--- config.mk ---
export PLATFORM = sky130hd
export DESIGN_NAME = mem_access
export DESIGN_NICKNAME = d
export VERILOG_FILES = /design/src/rtl/mem_access.sv
export SDC_FILE = /design/constraint.sdc
export NUM_CORES = 1
export LEC_CHECK = 0
export CAP_MARGIN = 20
export CORE_ASPECT_RATIO = 0.8
export CORE_MARGIN = 10
export CORE_UTILIZATION = 29
export DETAILED_ROUTE_END_ITERATION = 12
export GPL_TIMING_DRIVEN = 0
export PLACE_DENSITY = 0.57
export SLEW_MARGIN = 20
export SYNTH_ARGS = -nofsm -noshare
export SYNTH_HDL_FRONTEND = slang
export SYNTH_SLANG_ARGS = --single-unit
--- constraint.sdc ---
create_clock -name clk -period 4.58 [get_ports clk]
set_input_delay 0.916 -clock clk [delete_from_list [all_inputs] [get_ports clk]]
set_output_delay 0.916 -clock clk [all_outputs]
set_load 0.01 [all_outputs]
--- src/rtl/mem_access.sv ---
// MEM-stage data bus master: aligns stores, extends loads, flags address errors and
// stalls the pipeline until the bus transaction completes.
module mem_access (
  input  logic        clk,
  input  logic        rst,
  input  logic        M_master_mem_en,
  input  logic [5:0]  M_master_op,
  input  logic [31:0] M_master_alu_res,
  input  logic [31:0] M_master_rt_value,
  input  logic        flush,
  input  logic        pipe_adv,
  output logic        data_req,
  output logic        data_wr,
  output logic [1:0]  data_size,
  output logic [31:0] data_addr,
  output logic [31:0] data_wdata,
  output logic [3:0]  data_wstrb,
  input  logic        data_addr_ok,
  input  logic        data_data_ok,
  input  logic [31:0] data_rdata,
  output logic [31:0] M_load_data,
  output logic        mem_stall,
  output logic        M_adel,
  output logic        M_ades,
  output logic [31:0] M_badvaddr
);

  localparam logic [5:0] OP_LB  = 6'h20;
  localparam logic [5:0] OP_LH  = 6'h21;
  localparam logic [5:0] OP_LW  = 6'h23;
  localparam logic [5:0] OP_LBU = 6'h24;
  localparam logic [5:0] OP_LHU = 6'h25;
  localparam logic [5:0] OP_SB  = 6'h28;
  localparam logic [5:0] OP_SH  = 6'h29;
  localparam logic [5:0] OP_SW  = 6'h2B;

  typedef enum logic [1:0] {IDLE, WAIT_ADDR, WAIT_DATA, DONE} state_e;

  function automatic logic is_store_op(input logic [5:0] op);
    return (op == OP_SB) || (op == OP_SH) || (op == OP_SW);
  endfunction

  function automatic logic [1:0] size_of(input logic [5:0] op);
    case (op)
      OP_LH, OP_LHU, OP_SH: return 2'd1;
      OP_LW, OP_SW:         return 2'd2;
      default:              return 2'd0;
    endcase
  endfunction

  function automatic logic [31:0] fmt_load(input logic [5:0] op, input logic [1:0] a,
                                           input logic [31:0] rd);
    logic [7:0]  b;
    logic [15:0] h;
    b = rd[{a, 3'b000} +: 8];
    h = a[1] ? rd[31:16] : rd[15:0];
    case (op)
      OP_LB:   return {{24{b[7]}}, b};
      OP_LBU:  return {24'd0, b};
      OP_LH:   return {{16{h[15]}}, h};
      OP_LHU:  return {16'd0, h};
      default: return rd;
    endcase
  endfunction

  state_e      state_q, state_d;
  logic [31:0] addr_q, addr_d, wdata_q, wdata_d, result_q, result_d;
  logic [5:0]  op_q, op_d;
  logic [1:0]  size_q, size_d;
  logic [3:0]  wstrb_q, wstrb_d;
  logic        kill_q, kill_d;

  logic        in_store, misalign, adel, ades, go, kill_now;
  logic [1:0]  in_size;
  logic [31:0] in_wdata, load_fmt;
  logic [3:0]  in_wstrb;

  // Decode and format the access currently presented by the MEM stage.
  always_comb begin
    in_store = is_store_op(M_master_op);
    in_size  = size_of(M_master_op);
    misalign = ((in_size == 2'd1) && M_master_alu_res[0]) ||
               ((in_size == 2'd2) && (M_master_alu_res[1:0] != 2'b00));
    adel     = M_master_mem_en && !in_store && misalign;
    ades     = M_master_mem_en && in_store && misalign;
    go       = M_master_mem_en && !adel && !ades && !flush;
    in_wdata = M_master_rt_value;
    in_wstrb = 4'b0000;
    case (M_master_op)
      OP_SB: begin
        in_wdata = {4{M_master_rt_value[7:0]}};
        in_wstrb = 4'b0001 << M_master_alu_res[1:0];
      end
      OP_SH: begin
        in_wdata = {2{M_master_rt_value[15:0]}};
        in_wstrb = M_master_alu_res[1] ? 4'b1100 : 4'b0011;
      end
      OP_SW:   in_wstrb = 4'b1111;
      default: ;
    endcase
  end

  assign M_adel     = adel;
  assign M_ades     = ades;
  assign M_badvaddr = (adel || ades) ? M_master_alu_res : 32'd0;
  assign load_fmt   = fmt_load(op_q, addr_q[1:0], data_rdata);
  assign kill_now   = kill_q || flush;

  // NOTE: every output and _d signal gets a default first so no path infers a latch.
  always_comb begin
    state_d     = state_q;
    addr_d      = addr_q;
    op_d        = op_q;
    size_d      = size_q;
    wdata_d     = wdata_q;
    wstrb_d     = wstrb_q;
    kill_d      = kill_q;
    result_d    = result_q;
    data_req    = 1'b0;
    data_wr     = is_store_op(op_q);
    data_size   = size_q;
    data_addr   = addr_q;
    data_wdata  = wdata_q;
    data_wstrb  = wstrb_q;
    mem_stall   = 1'b0;
    M_load_data = result_q;
    unique case (state_q)
      IDLE: if (go) begin
        data_req   = 1'b1;
        data_wr    = in_store;
        data_size  = in_size;
        data_addr  = M_master_alu_res;
        data_wdata = in_wdata;
        data_wstrb = in_wstrb;
        mem_stall  = 1'b1;
        addr_d     = M_master_alu_res;
        op_d       = M_master_op;
        size_d     = in_size;
        wdata_d    = in_wdata;
        wstrb_d    = in_wstrb;
        kill_d     = 1'b0;
        state_d    = data_addr_ok ? WAIT_DATA : WAIT_ADDR;
      end
      WAIT_ADDR: begin
        data_req  = 1'b1;
        mem_stall = 1'b1;
        kill_d    = kill_now;
        if (data_addr_ok) state_d = WAIT_DATA;
      end
      WAIT_DATA: begin
        mem_stall = 1'b1;
        kill_d    = kill_now;
        if (data_data_ok) begin
          // A killed transaction drains the bus but never reaches the pipeline.
          if (kill_now) begin
            M_load_data = 32'd0;
          end else begin
            M_load_data = load_fmt;
            result_d    = load_fmt;
            mem_stall   = 1'b0;
          end
          if (pipe_adv || kill_now) begin
            state_d = IDLE;
            kill_d  = 1'b0;
          end else begin
            state_d = DONE;
          end
        end
      end
      DONE: if (pipe_adv) state_d = IDLE;
      default: state_d = IDLE;
    endcase
    if (!rst) begin
      data_req  = 1'b0;
      mem_stall = 1'b0;
    end
  end

  // NOTE: non-blocking assignments only, so every flop samples pre-edge values.
  always_ff @(posedge clk or negedge rst) begin
    if (!rst) begin
      state_q  <= IDLE;
      addr_q   <= '0;
      op_q     <= '0;
      size_q   <= '0;
      wdata_q  <= '0;
      wstrb_q  <= '0;
      kill_q   <= 1'b0;
      result_q <= '0;
    end else begin
      state_q  <= state_d;
      addr_q   <= addr_d;
      op_q     <= op_d;
      size_q   <= size_d;
      wdata_q  <= wdata_d;
      wstrb_q  <= wstrb_d;
      kill_q   <= kill_d;
      result_q <= result_d;
    end
  end

endmodule

Word level (Yosys, flattened, before mapping):

Cells that the tools add are included.

* memories kept: 0
* output and inout port bits: 139
* bits in read-only memories: 0
* latch bits: 0
* register bits: 111
* RAM bits: 0

* equality and inequality tests: 22
* reduce and logical (&&, ||, !) cells: 30
* bitwise operators: 1
* multiplexer cells: 38
* magnitude comparators: 0
* shift operators: 2
* divide/modulo/power cells: 0
* $add $sub $neg: 0
* multipliers: 0

Operators by type and width (count)
* $mux W32: 8
* $pmux W32 S4: 1
* $eq A6 B6 Y1 const B: 13
* $pmux W32 S2: 1
* $shiftx A32 B6 Y8: 1
* $mux W16: 1
* $mux W2: 8
* $mux W4: 3
* $pmux W4 S3: 1
* $mux W1: 10
* $logic_and A1 B1 Y1: 9
* $logic_or A1 B1 Y1: 8
* $ne A2 B2 Y1 const B: 4
* $pmux W2 S4: 1
* $eq A2 B2 Y1 const B: 3
* $pmux W1 S3: 2
* $eq A2 B1 Y1 const B: 2
* $logic_not A1 Y1: 4
* $pmux W2 S2: 1
* $reduce_and A2 Y1: 2
* $reduce_and A4 Y1: 1
* $shl A1 B2 Y4 const A: 1
* $reduce_and A3 Y1: 1
* $reduce_bool A3 Y1: 1
* other kinds (6): 6

Depth between registers and ports, before layout:

* word-level depth: 14
* depth in mapped cells: 8

Least setup slack after synthesis:

OpenSTA, ideal clock, no wires.

* path type: input port to output port
* from: input M_master_op[4]
* to: output data_wdata[21]
* path buffers: 1
* arrival: 2.301 ns
* data required time: 3.664 ns
* stages: 5
* slack: 1.363 ns
* cells stage by stage: nand4bb_1 -> nor2_2 -> buf_2 -> mux2_2 -> mux2_2

* cells in the longest elaborated chain, start to end: 13
* elaborated cells between the ends (all ways): 29
* classes of those cells: eq/ne (8); mux (4); reduce/logical (17)

RTL lines
* start, declared: line 7 `input logic [5:0] M_master_op,`
* $eq A6 B6 Y1 (on tied branches): line 40, 44, 89
* $reduce_or A3 Y1 or $reduce_or A2 Y1 (tied branches): line 44 `case (op)`
* $pmux W2 S2: line 44
* $eq A2 B1 Y1 or $eq A2 B2 Y1 (tied branches): line 82, 83
* $logic_and A1 B1 Y1 (on tied branches): line 82, 83
* $logic_or A1 B1 Y1: line 82 `misalign = ((in_size == 2'd1) && M_master_alu_res[0]) ||`
* $logic_and A1 B1 Y1: line 84 `adel = M_master_mem_en && !in_store && misalign;`
* $logic_not A1 Y1: line 86 `go = M_master_mem_en && !adel && !ades && !flush;`
* $logic_and A1 B1 Y1 (3 in a row): line 86
* $mux W32 *: line 128 `IDLE: if (go) begin`
* $mux W32 *
* end, declared: line 16 `output logic [31:0] data_wdata,`

Every way passes the cells marked *; elsewhere a longest branch is shown, timed or not.

Worst setup path after layout:

* from: input M_master_op[2]
* to: output data_wdata[8]

Same word-level chain as after synthesis.

==> qor.csv <==
stage,metric,value,unit
outcome,status,finished clean,
critical_path,CP Data Arrival Time,3.52,ns
critical_path,reg-to-reg setup timing slack,2.34,ns
logic_synthesis,ys async rst share,100,%
clock_tree,clock sink count,111,
critical_path,FF-to-FF Start,state_q[0],
placed_design,PortBufs,246,
detailed_routing,DRC,0,
timing,hold slack,0.482,ns
detailed_routing,"wirelength, routed",24700,um
finish,Fillers,2016,
timing,"Slew Viols, Final",0,
detailed_routing,initial drt markers,282,
finish,most frequent cells in the layout,"clkdlybuf4s50_1 (240), dfrtp_1 (111), mux2_2 (106)",
power,Combinational Power Share,55.1,%
timing,worst clock skew,0.00860,ns
clock_tree,clock transition at the registers of the reported paths,0.08,ns
die,Vert. Die Dim,150,um
power,PD cells,570,nW/um^2
timing,f_max,225,MHz
global_route,first-pass GRT wire length,37100,um
timing,RSZ-0062 raised after global routing,false,
clock_tree,"Clk Latency, worst-skew pair",0.36,ns
global_route,antenna violations before repair,2,
placed_design,dpl hpwl,19700,um
critical_path,critical path class,in -> out,
logic_synthesis,mapped cell area,6130,um^2
placed_design,RePlAce Congestion,0.844,
power,Sw Share,37.1,%
finish,area grow syn2layout,51.5,%
die,DIE AREA,27400,um^2
detailed_routing,via count,5607,
finish,"most common cell after layout, fill and taps aside",clkdlybuf4s50_1,
logic_synthesis,main flop type after synthesis,dfrtp_1,
finish,utilization after layout,44.7,%
power,Clock Power Share,14.4,%
logic_synthesis,Synth Instances,576,
die,Core Region,20800,um^2
timing,Tightest Pin Transition,0.817,ns
logic_synthesis,synthesized area per cell,10.6,um^2
clock_tree,Max clock buf depth,2,
detailed_routing,vias per cell,5.05,
power,sequential share of power,30.5,%
power,worst ir drop on vdd,282,uV
die,Die W,183,um
clock_tree,TritonCTS Buffers,9,
worst_hold_path,hold path start,result_q[26],
global_route,Total GRT Usage,17.7,%
clock_tree,TritonCTS clock tree,done,
timing,Slew headroom,44.8,%
worst_hold_path,Hold Path Stages,2,
die,number of I/O pins,248,
clock_tree,depth of the CTS H-tree,3,
logic_synthesis,YS warnings,0,
power,Leak Pwr,4.04,nW
timing,Final period util,96.9,%
logic_synthesis,Unique masters post-synth,46,
critical_path,Worst Path Required,3.66,ns
critical_path,Slowest cell on crit path,clkdlybuf4s50_1,
finish,ratio of cells with drive above 1 in the final layout,18.7,%
timing,Tmin final,4.44,ns
detailed_routing,Post-DRT Antenna Nets,0,
power,P_int,3.33,mW
timing,final hold vios,0,
logic_synthesis,number of enable flip-flop cells after synthesis,0,
timing,# setup viols final,0,
die,row count,47,
detailed_routing,Detailed Routing Iterations Pass 1,5,
logic_synthesis,"FF+latch count, synth",111,
critical_path,Worst R2R Path Depth,6,
job,max_cap viols,0,
critical_path,Setup crit start kind,primary input,
logic_synthesis,part of the Yosys area used for sequential elements,45.3,%
die,Initial Util,29.5,%
logic_synthesis,post-synthesis net count,691,
clock_tree,Root Driver,clkbuf_16,
global_route,pin count of the biggest net entering global routing,70,
critical_path,endpoint class of the critical path,output port,
critical_path,max incr delay on CP,0.55,ns
worst_hold_path,Hold Path Sink,result_q[26],
power,Psw,1.97,mW
critical_path,critical path peak fanout,8,
detailed_routing,wire length per cell,22.3,um
critical_path,FF-to-FF End,result_q[15],
clock_tree,cts hold-fix bufs,0,
finish,Nets,951,
global_route,vias in the first global route,5813,
critical_path,crit-path cells,"clkdlybuf4s50_1, nand4bb_1, nor3_4, mux2_2, mux2_2, clkdlybuf4s50_1",
global_route,GRT overflow,0,
worst_hold_path,HP Class,reg -> reg,
[repair_timing]
item,in CTS,in global routing
endpoints found under the setup margin,13,25
buffers inserted,0,2
resized for setup,3,8
hold endpoints to repair,0,0
pin swaps,0,2
[through the flow]
step	setup slack, ns	TNS [ns]	total power, mW	area, um^2	std cells
after CTS	-0.000687	-0.000687	5.37	9240	1107
after global routing	0.00700	0	5.65	9290	1109
final	0.143	0	5.29	9290	1110
after global placement	-2.87	-268.14	4.55	8930	1091
after detailed placement	-0.0733	-0.494	4.56	8960	1092
after floorplan	1.36	0	3.03	6130	576
[worst max-delay path, delay by kind of cell]
family                 cells  cell delay (ns)
buffers and inverters      2             1.06
multiplexers               2             0.67
AND/OR/NAND/NOR            2             0.86
[power by group through the flow]
stage / logic (mW) / clock network, mW / registers, mW
finish: 2.92 / 0.762 / 1.61
detailed placement: 2.93 / 0 / 1.63
global route: 3.16 / 0.829 / 1.66
global placement: 2.94 / 0 / 1.62
CTS: 2.96 / 0.797 / 1.61
floorplan: 1.46 / 0 / 1.58
[routing by layer]
metal | part of all wire [%] | track usage, %
met5 | 0.11 | 0
met4 | 0.78 | 3.17
met3 | 11 | 8.08
met2 | 43 | 25.7
met1 | 45 | 23.7
[cell usage after synthesis (all sizes together), types with 2 or more instances]
master     n  area [um^2]
nor4b      2         17.5
nand3      6         35.0
ha         6         75.1
nor2b      6         37.5
nand4bb    2         22.5
o21ai     37          185
o31ai     13         97.6
inv       14         52.6
nand2     74          278
a221o      9         90.1
or3        6         37.5
a21o       9         67.6
dfrtp    111         2780
a22oi     22          165
clkbuf    20         75.1
mux2i     18          184
a211oi     2         15.0
o221ai     2         17.5
buf       22          131
nor2       9         55.1
nor4       2         12.5
and3      37          231
mux2     106         1190
nand2b     6         37.5
o211ai     4         30.0
a21oi     19         95.1
[logic make-up after synthesis]
group                    share of synthesized area, %
AND/OR/NAND/NOR                                  13.5
multiplexers                                     22.8
AO/OA/AOI/OAI                                    12.9
flip-flops                                       45.3
buffers and inverters                            4.23
adder cells (fa/ha/maj)                          1.22
[cell type report]
class	count	area [um^2]	share of cell area (%)
inverters	14	52.6	0.566
plain buffers	42	210	2.26
flip-flops and latches	111	2780	29.9
well taps	269	337	3.62
clock inverters	6	45.0	0.485
clock buffers	9	225	2.42
diodes	1	2.50	0.0269
multi-input cells	409	3120	33.6
repair buffers	249	2510	27.1
[state kept, by name, indices dropped and copies added (netlist names)]
signal / flops
result_q: 32
kill_q: 1
wdata_q: 32
state_q: 2
op_q: 6
size_q: 2
wstrb_q: 4
addr_q: 32
[how the worst max path moves through the flow]
stage	from	endpoint	slack [ns]	depth (start not counted)
after floorplan	M_master_op[4]	data_wdata[21]	1.36	5
after global placement	rst	data_req	-2.87	3
after detailed placement	M_master_op[2]	data_wdata[30]	-0.07	7
after CTS	M_master_op[2]	data_wdata[8]	-0.0007	6
after global routing	flush	M_load_data[15]	0.007	6
final	M_master_op[2]	data_wdata[8]	0.14	6
Note: power is estimated with default switching activity, not from simulation.
